==> src/rtl/sm1118_msg_scheduler_if.sv <==
`default_nettype none
`timescale 1ns/1ps
// ============================================================================
// Module   : sm1118_msg_scheduler_if
// Purpose  : Bundles the request side (three sources) and the UART message
//            transmitter side of the message scheduler.
// Signals  : req[2:0]          request level per source (0 SI det, 1 pick, 2 deposit)
//            req_payload[23:0] 8 bits per source {msg_type,field,node_si,color}
//            req_ack[2:0]      one-cycle acceptance pulse per source
//            tx_start, msg_type, field, node_si, color -> transmitter
//            tx_complete       done status from the transmitter
//            busy, fifo_full, err_timeout, err_bad_type  status
// Modports : slave  - the scheduler
//            master - the environment (request sources + transmitter)
// Revision : 1.0 - initial release
// ============================================================================
interface sm1118_msg_scheduler_if;
    logic [2:0]  req;
    logic [23:0] req_payload;
    logic [2:0]  req_ack;
    logic        tx_start;
    logic [1:0]  msg_type;
    logic [1:0]  field;
    logic [1:0]  node_si;
    logic [1:0]  color;
    logic        tx_complete;
    logic        busy;
    logic        fifo_full;
    logic        err_timeout;
    logic        err_bad_type;

    modport slave (
        input  req, req_payload, tx_complete,
        output req_ack, tx_start, msg_type, field, node_si, color,
               busy, fifo_full, err_timeout, err_bad_type
    );

    modport master (
        output req, req_payload, tx_complete,
        input  req_ack, tx_start, msg_type, field, node_si, color,
               busy, fifo_full, err_timeout, err_bad_type
    );
endinterface
`default_nettype wire

==> src/rtl/sm1118_msg_scheduler.sv <==
`default_nettype none
`timescale 1ns/1ps
// ============================================================================
// Module   : sm1118_msg_scheduler
// Purpose  : Round-robin arbiter for three message sources feeding a FIFO,
//            and a sequencer that hands queued messages one at a time to the
//            UART message transmitter with a fixed idle gap between them.
// Ports    : clk_50M - 50 MHz clock
//            rst_n   - asynchronous active-low reset
//            bus     - sm1118_msg_scheduler_if.slave (requests, transmitter
//                      handshake, status flags)
// Params   : FIFO_DEPTH (power of two, >= 2), GAP_CYCLES (>= 1), TIMEOUT
// Revision : 1.0 - initial release
// ============================================================================
module sm1118_msg_scheduler #(
    parameter int FIFO_DEPTH = 4,
    parameter int GAP_CYCLES = 868,
    parameter int TIMEOUT    = 131071
) (
    input  wire logic             clk_50M,
    input  wire logic             rst_n,
    sm1118_msg_scheduler_if.slave bus
);
    localparam int c_PW = $clog2(FIFO_DEPTH);
    localparam int c_CW = c_PW + 1;
    localparam int c_GW = (GAP_CYCLES > 1) ? $clog2(GAP_CYCLES) : 1;
    localparam logic [c_CW-1:0] c_DEPTH    = c_CW'(FIFO_DEPTH);
    localparam logic [c_GW-1:0] c_GAP_LAST = c_GW'(GAP_CYCLES - 1);
    // The watchdog "reaches TIMEOUT" on the edge it would count to TIMEOUT.
    localparam logic [16:0]     c_WD_LAST  = 17'(TIMEOUT - 1);

    typedef enum logic [2:0] {
        S_IDLE      = 3'd0,
        S_LOAD      = 3'd1,
        S_START     = 3'd2,
        S_WAIT_CLR  = 3'd3,
        S_WAIT_DONE = 3'd4,
        S_GAP       = 3'd5
    } state_t;

    state_t            r_state, w_state_next;
    logic [7:0]        r_mem [FIFO_DEPTH];
    logic [c_PW-1:0]   r_wr_ptr, r_rd_ptr;
    logic [c_CW-1:0]   r_count;
    logic [2:0]        r_req_ack;
    logic [1:0]        r_last;
    logic [7:0]        r_out;
    logic              r_tx_start, r_busy, r_err_timeout, r_err_bad_type;
    logic [16:0]       r_wdog;
    logic [c_GW-1:0]   r_gap;

    logic [2:0]        w_elig;
    logic [1:0]        w_o0, w_o1, w_o2, w_gidx;
    logic              w_grant, w_push, w_pop, w_wd_expire, w_set_timeout, w_tx_next;
    logic [7:0]        w_gpay;

    // ---------------- Arbiter ----------------
    // A source whose ack is high this cycle is masked so a held request is
    // not accepted twice; nothing is granted while the queue is full.
    always_comb begin
        w_elig = bus.req & ~r_req_ack;
        if (r_count >= c_DEPTH)
            w_elig = 3'b000;
        case (r_last)
            2'd0:    begin w_o0 = 2'd1; w_o1 = 2'd2; w_o2 = 2'd0; end
            2'd1:    begin w_o0 = 2'd2; w_o1 = 2'd0; w_o2 = 2'd1; end
            default: begin w_o0 = 2'd0; w_o1 = 2'd1; w_o2 = 2'd2; end
        endcase
        w_grant = 1'b1;
        w_gidx  = w_o0;
        if (w_elig[w_o0])      w_gidx = w_o0;
        else if (w_elig[w_o1]) w_gidx = w_o1;
        else if (w_elig[w_o2]) w_gidx = w_o2;
        else                   w_grant = 1'b0;
        case (w_gidx)
            2'd1:    w_gpay = bus.req_payload[15:8];
            2'd2:    w_gpay = bus.req_payload[23:16];
            default: w_gpay = bus.req_payload[7:0];
        endcase
        // msg_type 0 is invalid: acknowledged but never queued.
        w_push = w_grant && (w_gpay[7:6] != 2'b00);
    end

    assign w_pop = (r_state == S_LOAD);

    always_ff @(posedge clk_50M) begin
        if (w_push)
            r_mem[r_wr_ptr] <= w_gpay;
    end

    always_ff @(posedge clk_50M or negedge rst_n) begin
        if (!rst_n) begin
            r_req_ack      <= 3'b000;
            r_last         <= 2'd2;
            r_wr_ptr       <= '0;
            r_rd_ptr       <= '0;
            r_count        <= '0;
            r_err_bad_type <= 1'b0;
        end else begin
            r_req_ack <= 3'b000;
            if (w_grant) begin
                r_req_ack[w_gidx] <= 1'b1;
                r_last            <= w_gidx;
                if (!w_push)
                    r_err_bad_type <= 1'b1;
            end
            if (w_push)
                r_wr_ptr <= r_wr_ptr + 1'b1;
            if (w_pop)
                r_rd_ptr <= r_rd_ptr + 1'b1;
            case ({w_push, w_pop})
                2'b10:   r_count <= r_count + 1'b1;
                2'b01:   r_count <= r_count - 1'b1;
                default: ;
            endcase
        end
    end

    // ---------------- Sequencer ----------------
    always_comb begin
        w_state_next  = r_state;
        w_set_timeout = 1'b0;
        w_wd_expire   = (r_wdog == c_WD_LAST);
        case (r_state)
            S_IDLE:      if (r_count != '0) w_state_next = S_LOAD;
            S_LOAD:      w_state_next = S_START;
            S_START:     w_state_next = S_WAIT_CLR;
            S_WAIT_CLR: begin
                // A done flag left over from the previous message must clear
                // before the new completion can be trusted.
                if (!bus.tx_complete) begin
                    w_state_next = S_WAIT_DONE;
                end else if (w_wd_expire) begin
                    w_state_next  = S_GAP;
                    w_set_timeout = 1'b1;
                end
            end
            S_WAIT_DONE: begin
                if (bus.tx_complete) begin
                    w_state_next = S_GAP;
                end else if (w_wd_expire) begin
                    w_state_next  = S_GAP;
                    w_set_timeout = 1'b1;
                end
            end
            S_GAP:       if (r_gap == c_GAP_LAST) w_state_next = S_IDLE;
            default:     w_state_next = S_IDLE;
        endcase
        w_tx_next = (w_state_next == S_START) || (w_state_next == S_WAIT_CLR) ||
                    (w_state_next == S_WAIT_DONE);
    end

    always_ff @(posedge clk_50M or negedge rst_n) begin
        if (!rst_n) begin
            r_state       <= S_IDLE;
            r_tx_start    <= 1'b0;
            r_busy        <= 1'b0;
            r_err_timeout <= 1'b0;
            r_wdog        <= '0;
            r_gap         <= '0;
            r_out         <= '0;
        end else begin
            r_state    <= w_state_next;
            r_tx_start <= w_tx_next;
            r_busy     <= (w_state_next != S_IDLE);
            if (w_set_timeout)
                r_err_timeout <= 1'b1;
            if (r_state == S_START)
                r_wdog <= '0;
            else if ((r_state == S_WAIT_CLR) || (r_state == S_WAIT_DONE))
                r_wdog <= r_wdog + 1'b1;
            if (r_state == S_GAP)
                r_gap <= r_gap + 1'b1;
            else
                r_gap <= '0;
            if (w_pop)
                r_out <= r_mem[r_rd_ptr];
        end
    end

    assign bus.req_ack      = r_req_ack;
    assign bus.tx_start     = r_tx_start;
    assign bus.msg_type     = r_out[7:6];
    assign bus.field        = r_out[5:4];
    assign bus.node_si      = r_out[3:2];
    assign bus.color        = r_out[1:0];
    assign bus.busy         = r_busy;
    assign bus.fifo_full    = (r_count == c_DEPTH);
    assign bus.err_timeout  = r_err_timeout;
    assign bus.err_bad_type = r_err_bad_type;

endmodule
`default_nettype wire

==> src/flat_wrapper.sv <==
// flat-port wrapper written by rule: the top's interface ports become plain ports
module sm1118_msg_scheduler_flat 
#(
    parameter int FIFO_DEPTH = 4,
    parameter int GAP_CYCLES = 868,
    parameter int TIMEOUT    = 131071
)
  (clk_50M, rst_n, bus_req, bus_req_payload, bus_tx_complete, bus_req_ack, bus_tx_start, bus_msg_type, bus_field, bus_node_si, bus_color, bus_busy, bus_fifo_full, bus_err_timeout, bus_err_bad_type);
  sm1118_msg_scheduler_if bus_i ();
  input  wire logic clk_50M;
  input  wire logic rst_n;
  input wire logic [$bits(bus_i.req)-1:0] bus_req;
  input wire logic [$bits(bus_i.req_payload)-1:0] bus_req_payload;
  input wire logic [$bits(bus_i.tx_complete)-1:0] bus_tx_complete;
  output wire logic [$bits(bus_i.req_ack)-1:0] bus_req_ack;
  output wire logic [$bits(bus_i.tx_start)-1:0] bus_tx_start;
  output wire logic [$bits(bus_i.msg_type)-1:0] bus_msg_type;
  output wire logic [$bits(bus_i.field)-1:0] bus_field;
  output wire logic [$bits(bus_i.node_si)-1:0] bus_node_si;
  output wire logic [$bits(bus_i.color)-1:0] bus_color;
  output wire logic [$bits(bus_i.busy)-1:0] bus_busy;
  output wire logic [$bits(bus_i.fifo_full)-1:0] bus_fifo_full;
  output wire logic [$bits(bus_i.err_timeout)-1:0] bus_err_timeout;
  output wire logic [$bits(bus_i.err_bad_type)-1:0] bus_err_bad_type;
  assign bus_i.req = bus_req;
  assign bus_i.req_payload = bus_req_payload;
  assign bus_i.tx_complete = bus_tx_complete;
  assign bus_req_ack = bus_i.req_ack;
  assign bus_tx_start = bus_i.tx_start;
  assign bus_msg_type = bus_i.msg_type;
  assign bus_field = bus_i.field;
  assign bus_node_si = bus_i.node_si;
  assign bus_color = bus_i.color;
  assign bus_busy = bus_i.busy;
  assign bus_fifo_full = bus_i.fifo_full;
  assign bus_err_timeout = bus_i.err_timeout;
  assign bus_err_bad_type = bus_i.err_bad_type;
  sm1118_msg_scheduler #(.FIFO_DEPTH(FIFO_DEPTH), .GAP_CYCLES(GAP_CYCLES), .TIMEOUT(TIMEOUT)) u_core (.clk_50M(clk_50M), .rst_n(rst_n), .bus(bus_i));
endmodule
==> config.mk <==
export PLATFORM = sky130hd
export DESIGN_NAME = sm1118_msg_scheduler_flat
export DESIGN_NICKNAME = d
export VERILOG_FILES = /design/src/rtl/sm1118_msg_scheduler_if.sv /design/src/rtl/sm1118_msg_scheduler.sv /design/src/flat_wrapper.sv
export SDC_FILE = /design/constraint.sdc
export NUM_CORES = 1
export LEC_CHECK = 0
export CAP_MARGIN = 40
export CELL_PAD_IN_SITES_DETAIL_PLACEMENT = 0
export CELL_PAD_IN_SITES_GLOBAL_PLACEMENT = 1
export CORE_MARGIN = 4
export CORE_UTILIZATION = 45
export CTS_CLUSTER_DIAMETER = 100
export CTS_CLUSTER_SIZE = 14
export DETAILED_ROUTE_END_ITERATION = 8
export GPL_TIMING_DRIVEN = 0
export PLACE_DENSITY_LB_ADDON = 0.1
export SLEW_MARGIN = 20
export SYNTH_ARGS = -nofsm -noshare
export SYNTH_HDL_FRONTEND = slang
export SYNTH_SLANG_ARGS = --single-unit
==> constraint.sdc <==
create_clock -name clk_50M -period 5.6 [get_ports clk_50M]
set_clock_uncertainty 0.2 [all_clocks]
set_input_delay 1.12 -clock clk_50M [delete_from_list [all_inputs] [get_ports clk_50M]]
set_output_delay 1.12 -clock clk_50M [all_outputs]
set_load 0.005 [all_outputs]
==> flow_summary.ini, run 1 <==
[timing]
finalCriticalPeriod_ps = 4852
maxSlewViolCount = 0
fin_crit_sh = 0.8664
rsz0062_at_grt = no
relSlewSlack = 0.5286
tightest_slew_ps = 706.4
setup_viol = 0
max_freq_mhz = 206.1
finalHoldViolCount = 0
setup-tns-final_ps = 0

[global_routing]
grt_max_degree = 55
grt_pass1_wl_um = 12290
grt-ovfl-total = 0
antenna_found_initial = 0
grt.total_usage = 0.1495
grt_pass1_vias = 2560

[critical_path]
crit_path_max_incr_delay_ps = 460
cp_num_buf_inv = 4
worstPathArrival_ps = 4880
rrSetupSlack_ps = 1510
crit_family = compound AO/OA/AOI/OAI gates
cpMostUsedCell = a21oi_1
rr_worst_depth = 18
critPathSlowestCell = clkdlybuf4s50_1
crit_path_end_kind = register
r2r-end = u_core.r_count[2]
crit_chain = clkdlybuf4s50_1 -> nand2b_1 -> a21oi_1 -> nand2_1 -> a21oi_1 -> o22a_1 -> ha_1 -> clkbuf_1 -> a22oi_1 -> a21oi_1 -> or2_1 -> and2_1 -> inv_1 -> ha_1 -> inv_1 -> fa_1 -> xor2_1 -> nor2_1 -> xor2_1
start_kind = input pin
cp.required_ps = 5630
critPathMaxFanout = 9
crit_type = input pin to register
crit_start = bus_req[1]
worstReg2RegStart = u_core.bus.req_ack[1]

[pwr]
p_seq_frac = 0.403
netSwitchingPower_w = 0.0009620
clock_power_share = 0.161
p_comb_frac = 0.436
swShare = 0.3570
intPower_w = 0.001733
ir_drop_v = 0.0003267
p_leak_nw = 1.949
finalPower_w = 0.002695
power_density_mw_per_mm2 = 557.2

[clock_tree]
cts_resized = 0
cts_hold_buf = 0
cts_setup_buffers = 0
tritoncts = done
clockBufferDepth = 2
htree_levels = 3
clk_pin_slew_ps = 80
cts_sinks = 86
cts_buffers = 9
cts-root-buf = clkbuf_8
clk_latency_ps = 350

[drt]
vias_per_cell = 5.219
drc = 0
num_vias = 2620
first_iter_violations = 67
routedWlPerCell_um = 14.68
postRouteAntennaNets = 0
wl_um = 7367
firstDrtPassIters = 6

[layout]
fill_cells = 761
drive_gt1_frac = 0.1168
nNetsFinal = 431
diodes = 0
synthToLayoutAreaGrowth_pct = 19.25
final_util = 0.5518

[die]
num_rows = 34
ios = 46
die_area_sq_mm = 0.01059
die_width_um = 102.9
core-area_sq_mm = 0.008763
die_h_um = 102.9
start_util = 0.4627

[logic_synthesis]
synthCells = 333
synth_top_area_frac = 0.3271
synth.avg_cell_area_sq_um = 12.18
synth_area_leader_cell = dfrtp_1
yosysMostFrequentCell = dfrtp_1
synthTopCellsByArea = dfrtp_1 (33%), edfxtp_1 (24%), mux4_2 (4.4%)
ys_seq_area_frac = 0.5705
synthDistinctLibCells = 57
ys_async_sr_fraction = 0.6279
yosys-top-cells-count = dfrtp_1 (53), edfxtp_1 (32), nor2_1 (27)
syn_nets = 375
yosysWarnings = 0
synth_edf_count = 32
synth_seq_cells = 86
ys.flop_type = dfrtp_1
synth_area_sq_mm = 0.004055

[hold_path]
holdPathEnd = u_core.bus.err_timeout
min_from = u_core.bus.err_timeout
min_path_cells = 1
hold_class = register to register

[place]
gp_congestion = 0.7109
portBuffers = 45
dp_hpwl_um = 5281

[outcome]
status = completed

[run]
cap_violations = 0
[through the flow]
stage                     hold slack, ps  setup slack, ps  instances  area, sq um
after floorplan                    237.9             1375        333         4055
after global placement             242.8            522.4        486         4641
after detailed placement           248.2            367.2        486         4638
after CTS                          271.0            741.0        502         4836
after global routing               277.8            368.9        502         4836
final                              267.0            748.4        502         4836
[worst max path at each step]
stage	slack, ps	to	cells past startpoint
2_1_floorplan	1380	u_core.r_count[2]	18
3_3_place_gp	520	u_core.r_count[2]	19
3_5_place_dp	370	u_core.r_count[2]	19
4_1_cts	740	u_core.r_count[2]	19
5_1_grt	370	u_core.r_count[1]	17
6_report	750	u_core.r_count[2]	19
[area by class of cell]
type	count	area, sq um	area share
Multi-Input combinational cell	220	1622	0.3353
Sequential cell	86	2313	0.4784
Timing Repair Buffer	45	447.9	0.09263
Clock inverter	6	70.07	0.01449
Clock buffer	10	127.6	0.02639
Buffer	15	75.07	0.01552
Inverter	12	45.04	0.009314
Tap cell	108	135.1	0.02794
[routing by layer]
| metal | part of all wire | track usage | wire length (um) | up-vias |
|---|---|---|---|---|
| met4 | 0.0072 | 0.02988 | 53 | 0 |
| met1 | 0.47 | 0.1996 | 3452 | 1238 |
| met3 | 0.043 | 0.04533 | 316 | 5 |
| met5 | 0 | 0 | 0 | - |
| li1 | - | - | - | 1326 |
| met2 | 0.48 | 0.2437 | 3544 | 51 |
[power groups by stage]
stage,Clock [W],Sequential (W),Combinational [W]
CTS,0.000446,0.00109,0.00120
floorplan,0,0.00108,0.000842
global placement,0,0.00109,0.00116
finish,0.000433,0.00109,0.00117
global route,0.000479,0.00111,0.00133
detailed placement,0,0.00110,0.00120
[cell families (layout without fill, tap and decap cells)]
kind of cell    count (synthesis)  count (layout)  share of synthesized area
compound gates                 66              66                     0.1049
xor+xnor                       14              14                    0.03024
fa+ha+maj                      12              12                    0.03888
mux                            23              23                    0.08454
flops                          86              86                     0.5705
buf+inv                        27              88                    0.02962
simple gates                  105             105                     0.1413
[cell usage in the layout, fill, tap and decap left out, types with 9 or more instances in the layout]
cell and count:
nor2_1 27, dfrtp_1 53, ha_1 11, a21oi_1 17, clkdlybuf4s50_1 44, clkbuf_1 11
o21ai_1 9, nand3_1 14, clkbuf_8 9, mux2_2 9, edfxtp_1 32, nand2_1 16
inv_1 11
[registers in the layout, indices dropped and copies added (netlist names), 3 cells and up]
signal,cells
u_core.bus.req_ack,3
u_core.r_mem,32
u_core.r_wdog,17
u_core.r_count,3
u_core.r_gap,10
u_core.r_state,3
u_core.r_out,8
No activity file was read; power rests on OpenSTA's default activity.
==> run 2, diff against run 1 <==
CORE_UTILIZATION = 49   (was 45)
RECOVER_POWER = 50   (was default)
SLEW_MARGIN = default   (was 20)
==> run 2 against run 1 <==
The run now ends with capacitance limit, slew limit left. Register-to-register slack improved by 30 ps. Clock-buffer cell count did not move. First-iteration DRC count up 10%. Non-clock buffer count grew 1. Combinational power about the same. Largest cell class unchanged. Highest routed layer unchanged.
==> flow_summary.ini, run 2 (synthesis results as in run 1) <==
[outcome]
status = finished, violations left
violations = capacitance limit, slew limit

[global_routing]
grt.total_usage = 0.1620
grt_pass1_vias = 2656
grt-ovfl-total = 0
grt_max_degree = 30
grt_pass1_wl_um = 12560
antenna_found_initial = 0

[die]
start_util = 0.5141
die_h_um = 98.97
core-area_sq_mm = 0.007888
ios = 46
die_width_um = 98.97
num_rows = 32
die_area_sq_mm = 0.009795

[critical_path]
crit_path_end_kind = register
start_kind = input pin
r2r-end = u_core.r_count[1]
critPathMaxFanout = 9
worstPathArrival_ps = 4950
cp.required_ps = 5670
rrSetupSlack_ps = 1540
rr_worst_depth = 16
crit_type = input pin to register
worstReg2RegStart = u_core.bus.req_ack[1]

[layout]
final_common_cell = dfrtp_1
final_util = 0.6085
diodes = 0
layout_common_cells = dfrtp_1 (53), clkdlybuf4s50_1 (42), edfxtp_1 (32)
fill_cells = 633
largest_reg_flops = 32
synthToLayoutAreaGrowth_pct = 18.36
nNetsFinal = 432
top_regs = u_core.r_mem: 32 flops, u_core.r_wdog: 17 flops, u_core.r_gap: 10 flops
drive_gt1_frac = 0.09873
top_register = u_core.r_mem
fin_cells = 497
multi_input_area_sq_mm = 0.001604
seqCellArea_sq_mm = 0.002313

[timing]
max_freq_mhz = 204.9
fin_crit_sh = 0.8717
relSlewSlack = -0.02161
finalCriticalPeriod_ps = 4882
finalHoldViolCount = 0
setup_viol = 0
rsz0062_at_grt = no
setup-tns-final_ps = 0
maxSlewViolCount = 30
tightest_slew_ps = 1532

[clock_tree]
cts_buffers = 9
cts_hold_buf = 0
cts_sinks = 86
clk_latency_ps = 350
htree_levels = 3
clk_pin_slew_ps = 80
cts_resized = 0
cts-root-buf = clkbuf_8
tritoncts = done
clockBufferDepth = 2
cts_setup_buffers = 0

[hold_path]
hold_class = register to register
min_path_cells = 1
holdPathEnd = u_core.bus.err_timeout
min_from = u_core.bus.err_timeout

[drt]
first_iter_violations = 74
wl_um = 7348
vias_per_cell = 5.380
routedWlPerCell_um = 14.78
drc = 0
num_vias = 2674
postRouteAntennaNets = 0
firstDrtPassIters = 4

[place]
gp_congestion = 0.7352
portBuffers = 45
dp_hpwl_um = 5372
dp_cells = 481

[pwr]
swShare = 0.3567
p_leak_nw = 1.919
power_density_mw_per_mm2 = 556.8
finalPower_w = 0.002673
intPower_w = 0.001719
ir_drop_v = 0.0002810
clock_power_share = 0.163
p_seq_frac = 0.407
netSwitchingPower_w = 0.0009534
p_comb_frac = 0.430

[run]
cap_violations = 1
-- run 2: per-layer routing --
layer / vias up / track usage / share of wire
li1: 1329 / - / -
met1: 1283 / 0.2090 / 0.46
met2: 52 / 0.2650 / 0.47
met3: 10 / 0.03822 / 0.048
met4: 0 / 0.06303 / 0.018
met5: - / 0 / 0
-- run 2: worst max-delay path, cell delays in order --
cell,delay (ps)
dlygate4sd3_1,520
nand2b_1,90
a21oi_1,340
nand2_1,90
a21oi_1,200
o22a_1,210
ha_1,150
clkbuf_1,310
a22oi_1,150
a21oi_1,370
or2_1,250
and2_1,230
inv_1,60
ha_1,210
inv_1,70
fa_1,410
o21ai_0,160
-- run 2: through the flow --
step	hold slack (ps)	setup WS [ps]	instance area, sq um
global route	285.0	318.0	4800
detailed placement	254.2	440.4	4648
floorplan	237.9	1375	4055
global placement	241.4	556.8	4633
finish	266.5	718.5	4800
CTS	272.1	817.9	4843
-- run 2: how the worst max path moves through the flow --
stage,startpoint,depth (start not counted),to,slack (ps)
global placement,bus_req[1],19,u_core.r_count[2],560
CTS,bus_req[1],17,u_core.r_count[1],820
detailed placement,bus_req[1],17,u_core.r_count[1],440
global route,bus_req[1],19,u_core.r_count[2],320
finish,bus_req[1],17,u_core.r_count[1],720
floorplan,bus_req[0],18,u_core.r_count[2],1380
-- run 2: cell type report --
cell class              count  share of cell area
inverters                  12            0.009385
clock inverters             6             0.01408
clock buffers              10             0.02659
well taps                 102             0.02659
flip-flops and latches     86              0.4820
plain buffers              15             0.01382
repair buffers             46             0.09333
multi-input cells         220              0.3342
-- run 2: power by group through the flow --
stage                     combinational, W  sequential [W]  clock, W
final                              0.00115         0.00109  0.000434
after floorplan                   0.000842         0.00108         0
after global placement             0.00116         0.00109         0
after CTS                          0.00120         0.00109  0.000447
after detailed placement           0.00119         0.00110         0
after global routing               0.00130         0.00111  0.000477
